## config.mk

```make
export PLATFORM = sky130hd
export DESIGN_NAME = accel_cmd_issuer
export DESIGN_NICKNAME = d
export VERILOG_FILES = /design/src/rtl/accel_cmd_issuer_pkg.sv /design/src/rtl/accel_cmd_rom.sv /design/src/rtl/accel_cmd_issuer.sv
export SDC_FILE = /design/constraint.sdc
export NUM_CORES = 1
export LEC_CHECK = 0
export ABC_AREA = 1
export BUFFER_PORTS_ARGS = -buffer_cell sky130_fd_sc_hd__buf_2
export CAP_MARGIN = 20
export CORE_MARGIN = 2
export CORE_UTILIZATION = 50
export DETAILED_ROUTE_END_ITERATION = 6
export PLACE_DENSITY_LB_ADDON = 0.1
export SLEW_MARGIN = 10
export SYNTH_ARGS = -nofsm -noshare
export SYNTH_HDL_FRONTEND = slang
export SYNTH_SLANG_ARGS = --single-unit
```

## constraint.sdc

```tcl
create_clock -name clk -period 2.88 [get_ports clk]
set_clock_uncertainty 0.1 [all_clocks]
set_input_delay 0.432 -clock clk [delete_from_list [all_inputs] [get_ports clk]]
set_output_delay 0.432 -clock clk [all_outputs]
set_load 0.03 [all_outputs]
```

## src/rtl/accel_cmd_issuer_pkg.sv

```systemverilog
// Shared constants and types for the Accel command issuer:
// instruction encoding, register codes and descriptor layout.
package accel_cmd_issuer_pkg;

    localparam logic [6:0] EXTEND_OPCODE = 7'b0001011;

    localparam logic [4:0] RD_IMAGE_DIM       = 5'd1;
    localparam logic [4:0] RD_IMAGE_DEPTH     = 5'd2;
    localparam logic [4:0] RD_IMAGE_OFFSET    = 5'd3;
    localparam logic [4:0] RD_FILTER_OFFSET   = 5'd4;
    localparam logic [4:0] RD_OUTPUT_OFFSET   = 5'd5;
    localparam logic [4:0] RD_FILTER_HALFSIZE = 5'd6;
    localparam logic [4:0] RD_FILTER_STRIDE   = 5'd7;
    localparam logic [4:0] RD_FILTER_LENGTH   = 5'd8;
    localparam logic [4:0] RD_FILTER_BIAS     = 5'd9;
    localparam logic [4:0] RD_ACCEL_INTERRUPT = 5'd10;
    localparam logic [4:0] RD_TRIGGER_ACCEL   = 5'd11;

    localparam int FIELD_W    = 20;
    localparam int NUM_FIELDS = 10;
    localparam int BUNDLE_W   = FIELD_W * NUM_FIELDS;
    localparam int SEQ_LEN    = 11;
    localparam int IDX_W      = 4;

    localparam int OFS_IMAGE_DIM       = 0;
    localparam int OFS_IMAGE_DEPTH     = 20;
    localparam int OFS_IMAGE_OFFSET    = 40;
    localparam int OFS_FILTER_OFFSET   = 60;
    localparam int OFS_OUTPUT_OFFSET   = 80;
    localparam int OFS_FILTER_HALFSIZE = 100;
    localparam int OFS_FILTER_STRIDE   = 120;
    localparam int OFS_FILTER_LENGTH   = 140;
    localparam int OFS_FILTER_BIAS     = 160;
    localparam int OFS_INTERRUPT_TAG   = 180;

    typedef enum logic [3:0] {
        FS_IMAGE_DIM,
        FS_IMAGE_DEPTH,
        FS_IMAGE_OFFSET,
        FS_FILTER_OFFSET,
        FS_OUTPUT_OFFSET,
        FS_FILTER_HALFSIZE,
        FS_FILTER_STRIDE,
        FS_FILTER_LENGTH,
        FS_FILTER_BIAS,
        FS_INTERRUPT_TAG,
        FS_ZERO
    } field_sel_e;

    typedef enum logic [1:0] {
        ST_IDLE,
        ST_ISSUE,
        ST_WAIT
    } state_e;

    typedef struct packed {
        logic [4:0] rd;
        field_sel_e sel;
    } rom_entry_t;

    function automatic logic [31:0] make_instr(
        input logic [FIELD_W-1:0] imm,
        input logic [4:0]         rd
    );
        return {imm, rd, EXTEND_OPCODE};
    endfunction

    function automatic logic [FIELD_W-1:0] field_of(
        input logic [BUNDLE_W-1:0] b,
        input field_sel_e          s
    );
        logic [FIELD_W-1:0] f;
        f = '0;
        unique case (s)
            FS_IMAGE_DIM:       f = b[OFS_IMAGE_DIM       +: FIELD_W];
            FS_IMAGE_DEPTH:     f = b[OFS_IMAGE_DEPTH     +: FIELD_W];
            FS_IMAGE_OFFSET:    f = b[OFS_IMAGE_OFFSET    +: FIELD_W];
            FS_FILTER_OFFSET:   f = b[OFS_FILTER_OFFSET   +: FIELD_W];
            FS_OUTPUT_OFFSET:   f = b[OFS_OUTPUT_OFFSET   +: FIELD_W];
            FS_FILTER_HALFSIZE: f = b[OFS_FILTER_HALFSIZE +: FIELD_W];
            FS_FILTER_STRIDE:   f = b[OFS_FILTER_STRIDE   +: FIELD_W];
            FS_FILTER_LENGTH:   f = b[OFS_FILTER_LENGTH   +: FIELD_W];
            FS_FILTER_BIAS:     f = b[OFS_FILTER_BIAS     +: FIELD_W];
            FS_INTERRUPT_TAG:   f = b[OFS_INTERRUPT_TAG   +: FIELD_W];
            default:            f = '0;
        endcase
        return f;
    endfunction

endpackage

```

## src/rtl/accel_cmd_rom.sv

```systemverilog
// Configuration sequence table: issue index -> register code
// and the descriptor field that supplies its immediate.
module accel_cmd_rom
    import accel_cmd_issuer_pkg::*;
(
    input  logic [IDX_W-1:0] idx,
    output rom_entry_t       entry
);

    always_comb begin
        entry = '{rd: 5'd0, sel: FS_ZERO};
        unique case (idx)
            4'd0:  entry = '{rd: RD_IMAGE_DIM,       sel: FS_IMAGE_DIM};
            4'd1:  entry = '{rd: RD_IMAGE_DEPTH,     sel: FS_IMAGE_DEPTH};
            4'd2:  entry = '{rd: RD_IMAGE_OFFSET,    sel: FS_IMAGE_OFFSET};
            4'd3:  entry = '{rd: RD_FILTER_OFFSET,   sel: FS_FILTER_OFFSET};
            4'd4:  entry = '{rd: RD_OUTPUT_OFFSET,   sel: FS_OUTPUT_OFFSET};
            4'd5:  entry = '{rd: RD_FILTER_HALFSIZE, sel: FS_FILTER_HALFSIZE};
            4'd6:  entry = '{rd: RD_FILTER_STRIDE,   sel: FS_FILTER_STRIDE};
            4'd7:  entry = '{rd: RD_FILTER_LENGTH,   sel: FS_FILTER_LENGTH};
            4'd8:  entry = '{rd: RD_FILTER_BIAS,     sel: FS_FILTER_BIAS};
            4'd9:  entry = '{rd: RD_ACCEL_INTERRUPT, sel: FS_INTERRUPT_TAG};
            4'd10: entry = '{rd: RD_TRIGGER_ACCEL,   sel: FS_ZERO};
            default: entry = '{rd: 5'd0, sel: FS_ZERO};
        endcase
    end

endmodule

```

## src/rtl/accel_cmd_issuer.sv

```systemverilog
// Accel instruction-port initiator: accepts a job descriptor,
// issues the register-write sequence, then waits for completion.
module accel_cmd_issuer
    import accel_cmd_issuer_pkg::*;
#(
    parameter int TIMEOUT_CYCLES = 1048576,
    parameter int CNT_W          = 21
) (
    input  logic                clk,
    input  logic                rst_ext,
    input  logic                cfg_valid,
    output logic                cfg_ready,
    input  logic [BUNDLE_W-1:0] cfg_bundle,
    input  logic                abort,
    output logic [31:0]         instruction,
    input  logic                accel_done,
    input  logic [18:0]         accel_interrupt,
    output logic                busy,
    output logic                job_done,
    output logic                job_timeout,
    output logic [18:0]         irq_status
);

    state_e              state;
    logic [BUNDLE_W-1:0] shadow;
    logic [IDX_W-1:0]    idx;
    logic [CNT_W-1:0]    wait_cnt;

    logic [IDX_W-1:0]    rom_idx;
    rom_entry_t          rom_entry;
    logic [BUNDLE_W-1:0] field_src;
    logic [31:0]         next_word;
    logic                accept;
    logic                last_word;
    logic                timeout_hit;

    assign cfg_ready = (state == ST_IDLE);
    assign accept    = cfg_valid && cfg_ready;

    // Word 0 is launched on the accept edge straight from the input bundle;
    // later words look one entry ahead of the word currently on the port.
    assign rom_idx   = (state == ST_IDLE) ? '0 : idx + 1'b1;
    assign field_src = (state == ST_IDLE) ? cfg_bundle : shadow;

    accel_cmd_rom u_rom (
        .idx   (rom_idx),
        .entry (rom_entry)
    );

    assign next_word   = make_instr(field_of(field_src, rom_entry.sel),
                                    rom_entry.rd);
    assign last_word   = (idx == IDX_W'(SEQ_LEN - 1));
    assign timeout_hit = (TIMEOUT_CYCLES != 0) &&
                         (wait_cnt == CNT_W'(TIMEOUT_CYCLES - 1));

    always_ff @(posedge clk) begin
        if (rst_ext) begin
            state       <= ST_IDLE;
            shadow      <= '0;
            idx         <= '0;
            wait_cnt    <= '0;
            instruction <= '0;
            busy        <= 1'b0;
            job_done    <= 1'b0;
            job_timeout <= 1'b0;
            irq_status  <= '0;
        end else begin
            job_done    <= 1'b0;
            job_timeout <= 1'b0;
            if (abort) begin
                state       <= ST_IDLE;
                idx         <= '0;
                wait_cnt    <= '0;
                instruction <= '0;
                busy        <= 1'b0;
            end else begin
                unique case (state)
                    ST_IDLE: begin
                        if (accept) begin
                            shadow      <= cfg_bundle;
                            idx         <= '0;
                            instruction <= next_word;
                            busy        <= 1'b1;
                            state       <= ST_ISSUE;
                        end
                    end
                    ST_ISSUE: begin
                        if (last_word) begin
                            instruction <= '0;
                            wait_cnt    <= '0;
                            state       <= ST_WAIT;
                        end else begin
                            instruction <= next_word;
                            idx         <= idx + 1'b1;
                        end
                    end
                    ST_WAIT: begin
                        // Completion takes priority over a coincident timeout.
                        if (accel_done) begin
                            irq_status <= accel_interrupt;
                            job_done   <= 1'b1;
                            busy       <= 1'b0;
                            state      <= ST_IDLE;
                        end else if (timeout_hit) begin
                            job_timeout <= 1'b1;
                            busy        <= 1'b0;
                            state       <= ST_IDLE;
                        end else if (TIMEOUT_CYCLES != 0) begin
                            wait_cnt <= wait_cnt + 1'b1;
                        end
                    end
                    default: begin
                        state <= ST_IDLE;
                        busy  <= 1'b0;
                    end
                endcase
            end
        end
    end

endmodule

```

==> results.toml <==
[floorplanning]
io_pins = 279
coreArea_sq_mm = 0.0285
die_h_um = 174
start_util_pct = 50.4
die_area_sq_mm = 0.0301
die_x_um = 174
std_cell_rows = 62

[timing]
drv_slew = 0
period_minus_slack_ns = 2.75
max_freq_mhz = 364
hold_viol = 0
final.period_utilization_pct = 95.5
slew_headroom_pct = 50.0
rsz0062_at_grt = "false"
final-setup-viol-count = 0
tns_ns = 0
worst_slew_pin_slew_ns = 0.750

[logic_synthesis]
synth-seq-area-share_pct = 38.1
synth_area_sq_mm = 0.0144
synth_top_area_share_pct = 38.1
ys_ff_latch = 274
yosys.area.top_type = "dfxtp_1"
syn_avg_cell_area_sq_um = 6.58
synthCells = 2185
yosysWarnings = 0
ys_types = 31
synth.area.top_cells = "dfxtp_1 38%, o21ai_0 15%, nand2_1 10%"

[grt]
grt_use_total_pct = 29.6
grt_pass1_vias = 13400
antenna_found_initial = 0
grt_pass1_wl_um = 71900
overflow = 0
grt_max_degree = 208

[clocking]
clk_latency_ns = 0.56
clkSinkCount = 274
cts_max_level = 1
clock_path_buffers = 3
numCtsBuffers = 30
cts_tree = "built"
cts_root_buf = "clkbuf_16"
clk_pin_slew_ns = 0.06

[setup_path]
cp.required_ns = 2.35
worst_r2r_startpoint = "idx[0]"
cp_cell_sequence = "inv_2, nand2_4, inv_8, buf_16, buf_2"
cp-end-kind = "output port"
slowest_stage = "buf_16"
worstRegToRegCells = 17
critPathBufInv = 4
arrival_ns = 2.22
cp_max_fo = 207
path_class = "flop to output port"
r2r-end = "instruction[26]"
crit_family = "buffers and inverters"
rrSetupSlack_ns = 0.17
start_kind = "flop"
max_stage_delay_ns = 0.43

[final_layout]
final_core_util_pct = 59.3
num_antenna_cells = 0
syn2layout_area_growth_pct = 17.7
drive_above_1_share_pct = 16.3
layout.nets = 2575
fillCellCount = 2880

[worst_hold_path]
min_from = "accel_interrupt[16]"
hold_class = "input port to flop"
holdPathEnd = "irq_status[16]"
whs_path_depth = 3

[placed_design]
port_buffers = 273
routabilityCongestion = 0.882
hpwl_um = 32600

[route]
via_count = 15100
ant_nets = 0
routed_wl_um = 46300
viasPerCell = 5.47
firstDrtPassIters = 6
post-route-drc-count = 0
wire_per_inst_um = 16.8
drt-initial-drc-count = 1550

[power]
ir_drop_mv = 0.578
pwr_density_cell_mw_per_mm2 = 551
leakagePower_nw = 7.65

[job]
cap_viol_max_count = 0

[outcome]
status = "complete, no violations"
-- per-stage QoR --
stage                     instances  cell area [sq um]  hold slack [ns]  setup slack [ns]  power [mW]
after floorplan                2189              14400            0.321             0.539        4.91
after global placement         2693              15800            0.331            0.0439        5.37
after detailed placement       2693              15800            0.336          -0.00585        5.39
after CTS                      2748              16900           0.0107            0.0563        9.36
after global routing           2750              16900           0.0407            0.0385        9.72
final                          2750              16900           0.0253             0.129        9.33
-- logic make-up after synthesis --
group	count (synthesis)	synth area share, %
buffers and inverters	453	13.4
adder cells (fa/ha/maj)	6	0.522
AO/OA/AOI/OAI	687	24.1
other	1	0.0261
AND/OR/NAND/NOR	764	23.9
flip-flops	274	38.1
-- layout make-up --
class / count / area [sq um] / share of cell area, %
multi-input combinational: 1462 / 7040 / 41.6
sequential: 274 / 5490 / 32.4
timing repair buffer: 311 / 1900 / 11.2
inverter: 266 / 1010 / 5.97
clock buffer: 44 / 895 / 5.29
tap: 384 / 480 / 2.84
clock inverter: 9 / 120 / 0.710
-- flip-flops by register name, indices dropped and copies added (netlist names) --
name / count
job_done: 1
shadow: 200
job_timeout: 1
wait_cnt: 21
busy: 1
instruction: 25
irq_status: 19
state: 2
idx: 4
-- worst max-delay path by stage --
stage                     cells past startpoint      from         endpoint  slack (ns)
after floorplan                              17    idx[0]  instruction[31]        0.54
after global routing                          5  state[0]        cfg_ready        0.04
after CTS                                    17    idx[0]  instruction[16]        0.06
after global placement                       17    idx[0]  instruction[12]        0.04
final                                         5  state[0]        cfg_ready        0.13
after detailed placement                     17    idx[0]  instruction[12]      -0.006
-- worst register-to-register path: stages, from the launching register on --
cell and delay (ns):
dfxtp_1 0.33, inv_1 0.06, ha_1 0.34, nor2_4 0.16, inv_2 0.06, ha_1 0.20
inv_1 0.05, nor2_1 0.04, nand3_1 0.12, nand2_4 0.09, buf_12 0.17, buf_4 0.19
nand4_1 0.13, nand2_1 0.11, nor2_1 0.19, nand3_1 0.09, nand2_1 0.07, a21oi_1 0.06
-- what timing repair did --
action                     CTS  global route
buffers inserted             0             1
hold buffers                 2             0
hold endpoints to repair     2             0
pin swaps                    0             1
setup endpoints to repair    5            16
gates resized for setup      3             6
-- power by group --
group	internal [mW]	switching (mW)
logic	0.434	0.837
clock network	2.40	1.60
registers	4.00	0.0605
total	6.83	2.50
-- cell usage in the layout (no fill, tap or decap), types with 7 or more instances in the layout --
cell	instances
nand2_1	393
buf_12	17
nand4_1	143
nor2_2	7
buf_4	17
nor2_1	98
dfxtp_1	274
nor3_1	10
clkbuf_16	31
nand3_1	97
a21oi_1	246
o21ai_0	432
buf_2	273
clkbuf_8	7
inv_1	257
-- Yosys cell counts (all sizes together) --
cell	instances
a211oi	1
a21oi	246
and2	1
buf	105
clkbuf	82
clkinv	1
conb	1
dfxtp	274
ha	6
inv	265
nand2	401
nand3	98
nand4	144
nor2	108
nor3	10
nor4	2
o21a	5
o21ai	433
o31ai	2
-- metal layers --
metal / track usage, % / part of all wire [%] / vias up
met5: 0 / 0 / -
met4: 11.3 / 3.8 / 0
met3: 5.42 / 8.6 / 92
met2: 46.5 / 44 / 594
met1: 40.6 / 43 / 6799
li1: - / - / 7565
Power figures use the tool's default switching activity.
